`src/rtl/pixel_write_buffer_pkg.sv`:
```
// Shared types for the pixel write buffer: FIFO entry layout and drain FSM states.
package pixel_write_buffer_pkg;

    localparam int PIX_ADDR_W = 32;
    localparam int PIX_DATA_W = 16;

    typedef struct packed {
        logic [PIX_ADDR_W-1:0] address;
        logic [PIX_DATA_W-1:0] color;
    } pixel_write_t;

    typedef enum logic {
        PWB_IDLE,
        PWB_WRITE
    } pwb_state_t;

endpackage

```
`src/rtl/pixel_write_buffer_sync_fifo.sv`:
```
// Synchronous FIFO with registered storage; pointers carry an extra wrap bit
// so full and empty are distinguished without a separate counter.
module pixel_write_buffer_sync_fifo #(
    parameter int  DEPTH = 8,
    parameter type T     = logic
) (
    input  logic clock,
    input  logic reset,
    input  logic push,
    input  T     wdata,
    input  logic pop,
    output T     rdata,
    output logic full,
    output logic empty
);

    localparam int PW = $clog2(DEPTH);

    logic [PW:0] wr_ptr_q;
    logic [PW:0] rd_ptr_q;
    T            mem_q [DEPTH];

    assign empty = (wr_ptr_q == rd_ptr_q);
    assign full  = (wr_ptr_q[PW] != rd_ptr_q[PW]) &&
                   (wr_ptr_q[PW-1:0] == rd_ptr_q[PW-1:0]);
    assign rdata = mem_q[rd_ptr_q[PW-1:0]];

    // Pointer advance; reset empties the FIFO.
    always_ff @(posedge clock) begin
        if (reset) begin
            wr_ptr_q <= '0;
            rd_ptr_q <= '0;
        end else begin
            if (push && !full)
                wr_ptr_q <= wr_ptr_q + (PW+1)'(1);
            if (pop && !empty)
                rd_ptr_q <= rd_ptr_q + (PW+1)'(1);
        end
    end

    // Entry storage; contents need no reset because the pointers gate visibility.
    always_ff @(posedge clock) begin
        if (!reset && push && !full)
            mem_q[wr_ptr_q[PW-1:0]] <= wdata;
    end

endmodule

```
`src/rtl/pixel_write_buffer.sv`:
```
// Buffers shaded pixels and drains them as single 16-bit Avalon-MM writes on m1.
// level counts stored entries plus the one held in the m1 registers, so
// drained only fires once the fabric has accepted every pixel.
module pixel_write_buffer
    import pixel_write_buffer_pkg::*;
#(
    parameter int DEPTH  = 8,
    parameter int ADDR_W = PIX_ADDR_W,
    parameter int DATA_W = PIX_DATA_W,
    parameter int LW     = $clog2(DEPTH) + 1
) (
    input  logic              clock,
    input  logic              reset,
    input  logic              pix_valid,
    output logic              pix_ready,
    input  logic [ADDR_W-1:0] pix_address,
    input  logic [DATA_W-1:0] pix_color,
    input  logic              flush,
    output logic              drained,
    output logic              busy,
    output logic [LW-1:0]     level,
    output logic              addr_error,
    output logic [ADDR_W-1:0] m1_address,
    output logic [DATA_W-1:0] m1_writedata,
    output logic              m1_write,
    input  logic              m1_waitrequest
);

    pwb_state_t        state_q, state_d;
    logic [ADDR_W-1:0] m1_address_q, m1_address_d;
    logic [DATA_W-1:0] m1_writedata_q, m1_writedata_d;
    logic [LW-1:0]     level_q, level_d;
    logic              flush_pending_q, flush_pending_d;
    logic              addr_error_q, addr_error_d;

    pixel_write_t fifo_wdata, fifo_rdata;
    logic         fifo_push, fifo_pop, fifo_full, fifo_empty;
    logic         handshake, accept;

    // Full FIFO implies level == DEPTH, so the fifo_full term never changes pix_ready.
    assign pix_ready  = (level_q < LW'(DEPTH)) && !fifo_full;
    assign handshake  = pix_valid && pix_ready;
    assign fifo_push  = handshake && !pix_address[0];
    assign fifo_wdata = '{address: pix_address, color: pix_color};
    assign accept     = (state_q == PWB_WRITE) && !m1_waitrequest;

    assign m1_write     = (state_q == PWB_WRITE);
    assign m1_address   = m1_address_q;
    assign m1_writedata = m1_writedata_q;
    assign level        = level_q;
    assign busy         = (level_q != '0);
    assign drained      = flush_pending_q && (level_q == '0);
    assign addr_error   = addr_error_q;

    pixel_write_buffer_sync_fifo #(
        .DEPTH(DEPTH),
        .T    (pixel_write_t)
    ) u_fifo (
        .clock(clock),
        .reset(reset),
        .push (fifo_push),
        .wdata(fifo_wdata),
        .pop  (fifo_pop),
        .rdata(fifo_rdata),
        .full (fifo_full),
        .empty(fifo_empty)
    );

    // Drain FSM: load the FIFO head into the m1 registers and hold it until accepted.
    always_comb begin
        state_d        = state_q;
        m1_address_d   = m1_address_q;
        m1_writedata_d = m1_writedata_q;
        fifo_pop       = 1'b0;
        case (state_q)
            PWB_IDLE: begin
                if (!fifo_empty) begin
                    fifo_pop       = 1'b1;
                    m1_address_d   = fifo_rdata.address;
                    m1_writedata_d = fifo_rdata.color;
                    state_d        = PWB_WRITE;
                end
            end
            PWB_WRITE: begin
                if (accept) begin
                    if (!fifo_empty) begin
                        fifo_pop       = 1'b1;
                        m1_address_d   = fifo_rdata.address;
                        m1_writedata_d = fifo_rdata.color;
                    end else begin
                        state_d = PWB_IDLE;
                    end
                end
            end
            default: state_d = PWB_IDLE;
        endcase
    end

    // Occupancy, flush tracking and sticky misalignment flag.
    always_comb begin
        level_d         = level_q + LW'(fifo_push) - LW'(accept);
        flush_pending_d = drained ? 1'b0 : (flush_pending_q || flush);
        addr_error_d    = addr_error_q || (handshake && pix_address[0]);
    end

    // State register; reset drops the in-flight write along with the FIFO contents.
    always_ff @(posedge clock) begin
        if (reset) begin
            state_q         <= PWB_IDLE;
            m1_address_q    <= '0;
            m1_writedata_q  <= '0;
            level_q         <= '0;
            flush_pending_q <= 1'b0;
            addr_error_q    <= 1'b0;
        end else begin
            state_q         <= state_d;
            m1_address_q    <= m1_address_d;
            m1_writedata_q  <= m1_writedata_d;
            level_q         <= level_d;
            flush_pending_q <= flush_pending_d;
            addr_error_q    <= addr_error_d;
        end
    end

endmodule

```
`config.mk`:
```
export PLATFORM = sky130hd
export DESIGN_NAME = pixel_write_buffer
export DESIGN_NICKNAME = d
export VERILOG_FILES = /design/src/rtl/pixel_write_buffer_pkg.sv /design/src/rtl/pixel_write_buffer_sync_fifo.sv /design/src/rtl/pixel_write_buffer.sv
export SDC_FILE = /design/constraint.sdc
export NUM_CORES = 1
export LEC_CHECK = 0
export BUFFER_PORTS_ARGS = -buffer_cell sky130_fd_sc_hd__buf_4
export CAP_MARGIN = 10
export CORE_MARGIN = 5
export CORE_UTILIZATION = 50
export DETAILED_ROUTE_END_ITERATION = 12
export GPL_TIMING_DRIVEN = 0
export PLACE_DENSITY = 0.68
export SLEW_MARGIN = 40
export SYNTH_ARGS = -nofsm -noshare
export SYNTH_HDL_FRONTEND = slang
export SYNTH_HIERARCHICAL = 1
export SYNTH_SLANG_ARGS = --single-unit
```
`constraint.sdc`:
```
create_clock -name clock -period 19.9 [get_ports clock]
set_clock_uncertainty 0.1 [all_clocks]
set_input_delay 0.995 -clock clock [delete_from_list [all_inputs] [get_ports clock]]
set_output_delay 0.995 -clock clock [all_outputs]
set_load 0.01 [all_outputs]
```
# [Yosys cells after proc, flatten, opt, wreduce, memory -nomap -nowiden]
# Memory sizes are Yosys's and may differ from the RTL's. A register that Yosys moved wholly into a read port is not among the register bits.
# Index checks and enable logic that the tools add are counted.
# W data, S select, Z words.
[totals] inputBits=53 memories=1 word_cells=55 mem_bits_rw=384 out_inout_bits=57 ff_bits=63
[op_classes] n_addsub=4 n_mux=15 n_bitwise=1 eq_ne=4 reduce_logical=21 n_lt_le_gt_ge=1
[memory_table] name="u_fifo.mem_q" words=8 word_bits=48 rd=1 rd_ports_with_merged_regs=1 wr=1 line="pixel_write_buffer_sync_fifo.sv:21" source="T mem_q [DEPTH];"
[op_table] op="$mux W32" count=2
[op_table] op="$pmux W32 S2" count=1
[op_table] op="$mux W16" count=2
[op_table] op="$pmux W16 S2" count=1
[op_table] op="$logic_and A1 B1 Y1" count=11
[op_table] op="$add A4 B1 Y4 const B" count=2
[op_table] op="$mux W3" count=2
[op_table] op="$logic_not A1 Y1" count=5
[op_table] op="$mux W1" count=5
[op_table] op="$add A4 B1 Y4" count=1
[op_table] op="$eq A4 B4 Y1" count=1
[op_table] op="$logic_not A4 Y1" count=1
[op_table] op="$lt A4 B4 Y1 const B" count=1
[op_table] op="$pmux W1 S2" count=2
[op_table] op="$reduce_bool A4 Y1" count=1
[op_table] op="$sub A4 B1 Y4" count=1
[op_table] op="$eq A3 B3 Y1" count=1
[op_table] op="$logic_or A1 B1 Y1" count=2
[op_table] op="$ne A2 B1 Y1 const B" count=1
[op_table] op="$reduce_or A2 Y1" count=1
[op_table] op="$ne A1 B1 Y1" count=1
[op_table] op="$not A1 Y1" count=1

# [Depth between registers and ports, before layout]
[logic_depth] depth_word=10 depth_mapped=13 mapped_depth_nobuf=12

# [Modules after synthesis]
# Netlist, hierarchy kept.
[modules_own_cells] mod="pixel_write_buffer_sync_fifo" cells_per_inst=641 seq_area_each_um2=11751.3 area_each_um2=15164.5 instances=1
[modules_own_cells] mod="pixel_write_buffer" cells_per_inst=253 seq_area_each_um2=1101.1 area_each_um2=2093.3 instances=1

# [Worst setup path after synthesis]
# No wires, ideal clock.
[synth_path] path_kind="register -> register" from="register u_fifo.wr_ptr_q[0]" to="memory u_fifo/mem_q[0][0] (netlist bit), enable pin" setup_time_ps=573 setup_slack_ps=12693 t_arrival_ps=6535 required_time_ps=19227 n_path_buf=1 synth_period_minus_slack_ps=7207 path_stages_with_launch=9 path_cell_list="dfxtp_1 > buf_2 > xor2_1 > nor4_1 > nor2_1 > nand2_1 > nor2_1 > or3b_2 > nor4_1"
[synth_via] elab_chain_len=10
[synth_lines] item="start: declaration" line="pixel_write_buffer_sync_fifo.sv:19" source="logic [PW:0] wr_ptr_q;"
[synth_lines] item="start signal: assignment" line="pixel_write_buffer_sync_fifo.sv:35" source="wr_ptr_q <= wr_ptr_q + (PW+1)'(1);"
[synth_lines] item="$eq A3 B3 Y1" line="pixel_write_buffer_sync_fifo.sv:25" source="(wr_ptr_q[PW-1:0] == rd_ptr_q[PW-1:0]);"
[synth_lines] item="$logic_and A1 B1 Y1" line="pixel_write_buffer_sync_fifo.sv:24" source="assign full = (wr_ptr_q[PW] != rd_ptr_q[PW]) &&"
[synth_lines] item="net fifo_full" line="pixel_write_buffer.sv:37" source="logic fifo_push, fifo_pop, fifo_full, fifo_empty;"
[synth_lines] item="$logic_not A1 Y1" line="pixel_write_buffer.sv:41" source="assign pix_ready = (level_q < LW'(DEPTH)) && !fifo_full;"
[synth_lines] item="$logic_and A1 B1 Y1" line="pixel_write_buffer.sv:41"
[synth_lines] item="net pix_ready" line="pixel_write_buffer.sv:15" source="output logic pix_ready,"
[synth_lines] item="$logic_and A1 B1 Y1" line="pixel_write_buffer.sv:42" source="assign handshake = pix_valid && pix_ready;"
[synth_lines] item="$logic_and A1 B1 Y1" line="pixel_write_buffer.sv:43" source="assign fifo_push = handshake && !pix_address[0];"
[synth_lines] item="net fifo_push" line="pixel_write_buffer.sv:37"
[synth_lines] item="$logic_and A1 B1 Y1 (2 in a row)" line="pixel_write_buffer_sync_fifo.sv:43" source="if (!reset && push && !full)"
[synth_lines] item="$mux W1" line="pixel_write_buffer_sync_fifo.sv:43"
[synth_lines] item="$mux W1 (not written as such)" line="pixel_write_buffer_sync_fifo.sv:44" source="mem_q[wr_ptr_q[PW-1:0]] <= wdata;"
[synth_lines] item="end: declaration" line="pixel_write_buffer_sync_fifo.sv:21"
# The timed path passes the listed nets, and every way through them passes these cells.

# [Final worst setup path]
[layout_path] from="register u_fifo.wr_ptr_q[0]" to="memory u_fifo/mem_q[0][4] (netlist bit), enable pin"
[layout_via] elab_chain_len=10
[layout_lines] item="$eq A3 B3 Y1" line="pixel_write_buffer_sync_fifo.sv:25"
[layout_lines] item="$logic_and A1 B1 Y1" line="pixel_write_buffer_sync_fifo.sv:24"
[layout_lines] item="net fifo_full" line="pixel_write_buffer.sv:37"
[layout_lines] item="$logic_not A1 Y1" line="pixel_write_buffer.sv:41"
[layout_lines] item="$logic_and A1 B1 Y1" line="pixel_write_buffer.sv:41"
[layout_lines] item="$logic_and A1 B1 Y1" line="pixel_write_buffer.sv:42"
[layout_lines] item="$logic_and A1 B1 Y1" line="pixel_write_buffer.sv:43"
[layout_lines] item="net fifo_push" line="pixel_write_buffer.sv:37"
[layout_lines] item="$logic_and A1 B1 Y1 (2 in a row)" line="pixel_write_buffer_sync_fifo.sv:43"
[layout_lines] item="$mux W1" line="pixel_write_buffer_sync_fifo.sv:43"
[layout_lines] item="$mux W1 (not written as such)" line="pixel_write_buffer_sync_fifo.sv:44"
# The timed path passes the listed nets, and every way through them passes these cells.

==> out/results.tsv <==
metric	value	unit
syn_area	17300	um2
dr.pass1.iters	5	
max_slew_margin	38.4	%
synth_xor_xnor_area_share	0.457	%
htree_levels	2	
post_drt_wl_per_cell	22.9	um
r2r_slack	15.57	ns
globalRouteTotalUtil	19.3	%
route.detailed.drc	0	
routed-via-count	8853	
synth_edf_count	384	
clock_sinks	450	
grt_pass1_wl	56500	um
areaGrowthSynthToFinish	21.2	%
cts_setup_buffers	0	
drt-initial-drc-count	675	
dp_hpwl	25000	um
fin_cells	1617	
io_pins	110	
final_core_util	61.0	%
ys_types	43	
initial_core_util	50.3	%
setup_viol	0	
total_leakage_power	7.10	nW
synth_fa_ha_area_share	0.624	%
core.rowCount	68	
place_inst	1533	
fin_area	20900	um2
yosysWarnings	6	
synth_top_family_by_area	multiplexers	
min_period	4.33	ns
via_per_inst	5.47	
powerDensity	103	nW/um2
antenna_found_initial	2	
vdd_drop_max	0.0576	mV
clk_latency	0.54	ns
critPathCaptureType	flip-flop	
crit_required	20.05	ns
path_class	reg2reg	
synth.avg_cell_area	19.3	um2
synth_compound_area_share	2.28	%
min_path_type	reg2reg	
cts_tree	yes	
cts_root_buf	clkbuf_16	
intPower	1.68	mW
syn_inst	894	
dpl_cell_area	19400	um2
switchingPower	0.473	mW
grt_setup_unrepaired	no	
worstPathMaxFanout	9	
cts_hold_buf	0	
power_frac_seq	49.3	%
overflow	0	
synth-seq-cells	450	
grt_pass1_vias	9317	
yosys.area_share.simple	3.82	%
route.met2.wl	18500	um
synth_ff_type	edfxtp_1	
synth_top_area_cell	edfxtp_1	
synth_common_cells	edfxtp_1 (384), nand2_1 (101), mux4_2 (96), dfxtp_1 (66), mux2_2 (52)	
clockPowerShare	40.2	%
max-cap-violations	0	
clkTransAtPathRegs	0.06	ns
drt-total-wl	37000	um
design.core.area	34300	um2
synth_fp_nets	955	
muxShareOfSynthArea	16.3	%
die_h	196	um
outcome	complete, no violations	
wl_met1	16000	um
yosysTopAreaCellShare	66.8	%
finalSetupTns	0	ns
portBuffers	109	
synth.most_common_cell	edfxtp_1	
final_antenna_net_count	0	
finalHoldViolCount	0	
switching_share	22.0	%
finalCritPeriodShare	21.8	%
synth.area.top_cells	edfxtp_1 (67%), mux4_2 (13%), dfxtp_1 (7.7%)	
cts_resized	0	
clock.fmax	231	MHz
routabilityCongestion	0.764	
slew_viol_final	0	
max-clock-path-buffers	3	
seq_area_frac_synth	74.5	%
wl_met3	1850	um
cp.arrival	4.48	ns
nNetsFinal	1186	
synthArstFlopShare	0	%
critPathLaunchType	flip-flop	
drive_above_1_share	39.8	%
cts_inserted_buffers	44	
p_comb_share	10.5	%
hold_slack	0.355	ns
die_w	196	um
tightest_slew	0.916	ns
grt_max_degree	16	
top_layer_used	met5	
die_area	38300	um2
[worst max-delay path, cell delays in order (launching register included)]
cell and delay, ns:
dfxtp_1 0.34, buf_2 0.25, xor2_1 0.37, nor4_2 0.18, nor2_1 0.20, nand2_1 0.12, nor2_1 0.40, or3b_2 0.55
nor4_2 0.52, buf_2 0.29, buf_2 0.18, buf_2 0.19, buf_2 0.16, buf_2 0.18
[stage by stage]
| step | worst slack, ns | power [mW] |
|---|---|---|
| 6_report | 15.57 | 2.16 |
| 3_5_place_dp | 15.62 | 1.31 |
| 2_1_floorplan | 12.69 | 1.22 |
| 3_3_place_gp | 7.53 | 1.31 |
| 4_1_cts | 15.58 | 2.18 |
| 5_1_grt | 15.32 | 2.24 |
[final cells by class]
cell class                      count  area, um2
Antenna cell                        1       2.50
Buffer                             50        314
Clock buffer                       62       1240
Clock inverter                     20        289
Fill cell                        2452      13400
Inverter                            8       31.3
Multi-Input combinational cell    386       4130
Sequential cell                   450      12900
Tap cell                          455        569
Timing Repair Buffer              185       1490
[power groups by stage]
stage / Sequential, mW / Clock [mW] / Combinational [mW]
floorplan: 1.09 / 0 / 0.124
CTS: 1.06 / 0.882 / 0.231
global placement: 1.09 / 0 / 0.221
finish: 1.06 / 0.866 / 0.227
global route: 1.07 / 0.924 / 0.247
detailed placement: 1.08 / 0 / 0.230
[logic make-up (layout without fill, tap and decap cells)]
kind of cell,after synthesis,in the layout
xor+xnor,9,9
buf+inv,58,325
simple gates,152,152
mux,155,155
flops,450,450
other cells,0,1
fa+ha+maj,8,8
compound gates,62,62
[flip-flops by register name, summed over array words and instances, names as in the netlist, named ones only]
| register | cells |
|---|---|
| addr_error | 1 |
| flush_pending_q | 1 |
| level | 4 |
| m1_address | 32 |
| m1_write | 1 |
| m1_writedata | 16 |
| u_fifo/mem_q | 384 |
| u_fifo/rd_ptr_q | 4 |
| u_fifo/wr_ptr_q | 4 |
[cell usage in the layout, fill, tap and decap left out, types with 10 or more instances in the layout]
cell type / instances
mux4_2: 96
a21oi_1: 41
mux2_2: 52
clkbuf_16: 46
buf_2: 73
dfxtp_1: 66
nor2_1: 13
buf_4: 119
edfxtp_1: 384
a21oi_2: 10
clkbuf_1: 25
nand2_1: 101
[metal layers]
| layer | GRT usage (%) | vias up |
|---|---|---|
| met1 | 27.4 | 4579 |
| li1 | - | 4001 |
| met5 | 0 | - |
| met3 | 3.38 | 48 |
| met2 | 32.0 | 223 |
| met4 | 4.27 | 2 |
[final timing paths]
check                                   startpoint                 end  cells after the start
worst min register to register       m1_address[5]       m1_address[5]                      2
worst max register to register  u_fifo/wr_ptr_q[0]  u_fifo/mem_q[0][4]                     13
worst min-delay path                 m1_address[5]       m1_address[5]                      2
worst max-delay path            u_fifo/wr_ptr_q[0]  u_fifo/mem_q[0][4]                     13
No activity file was read; power rests on OpenSTA's default activity.
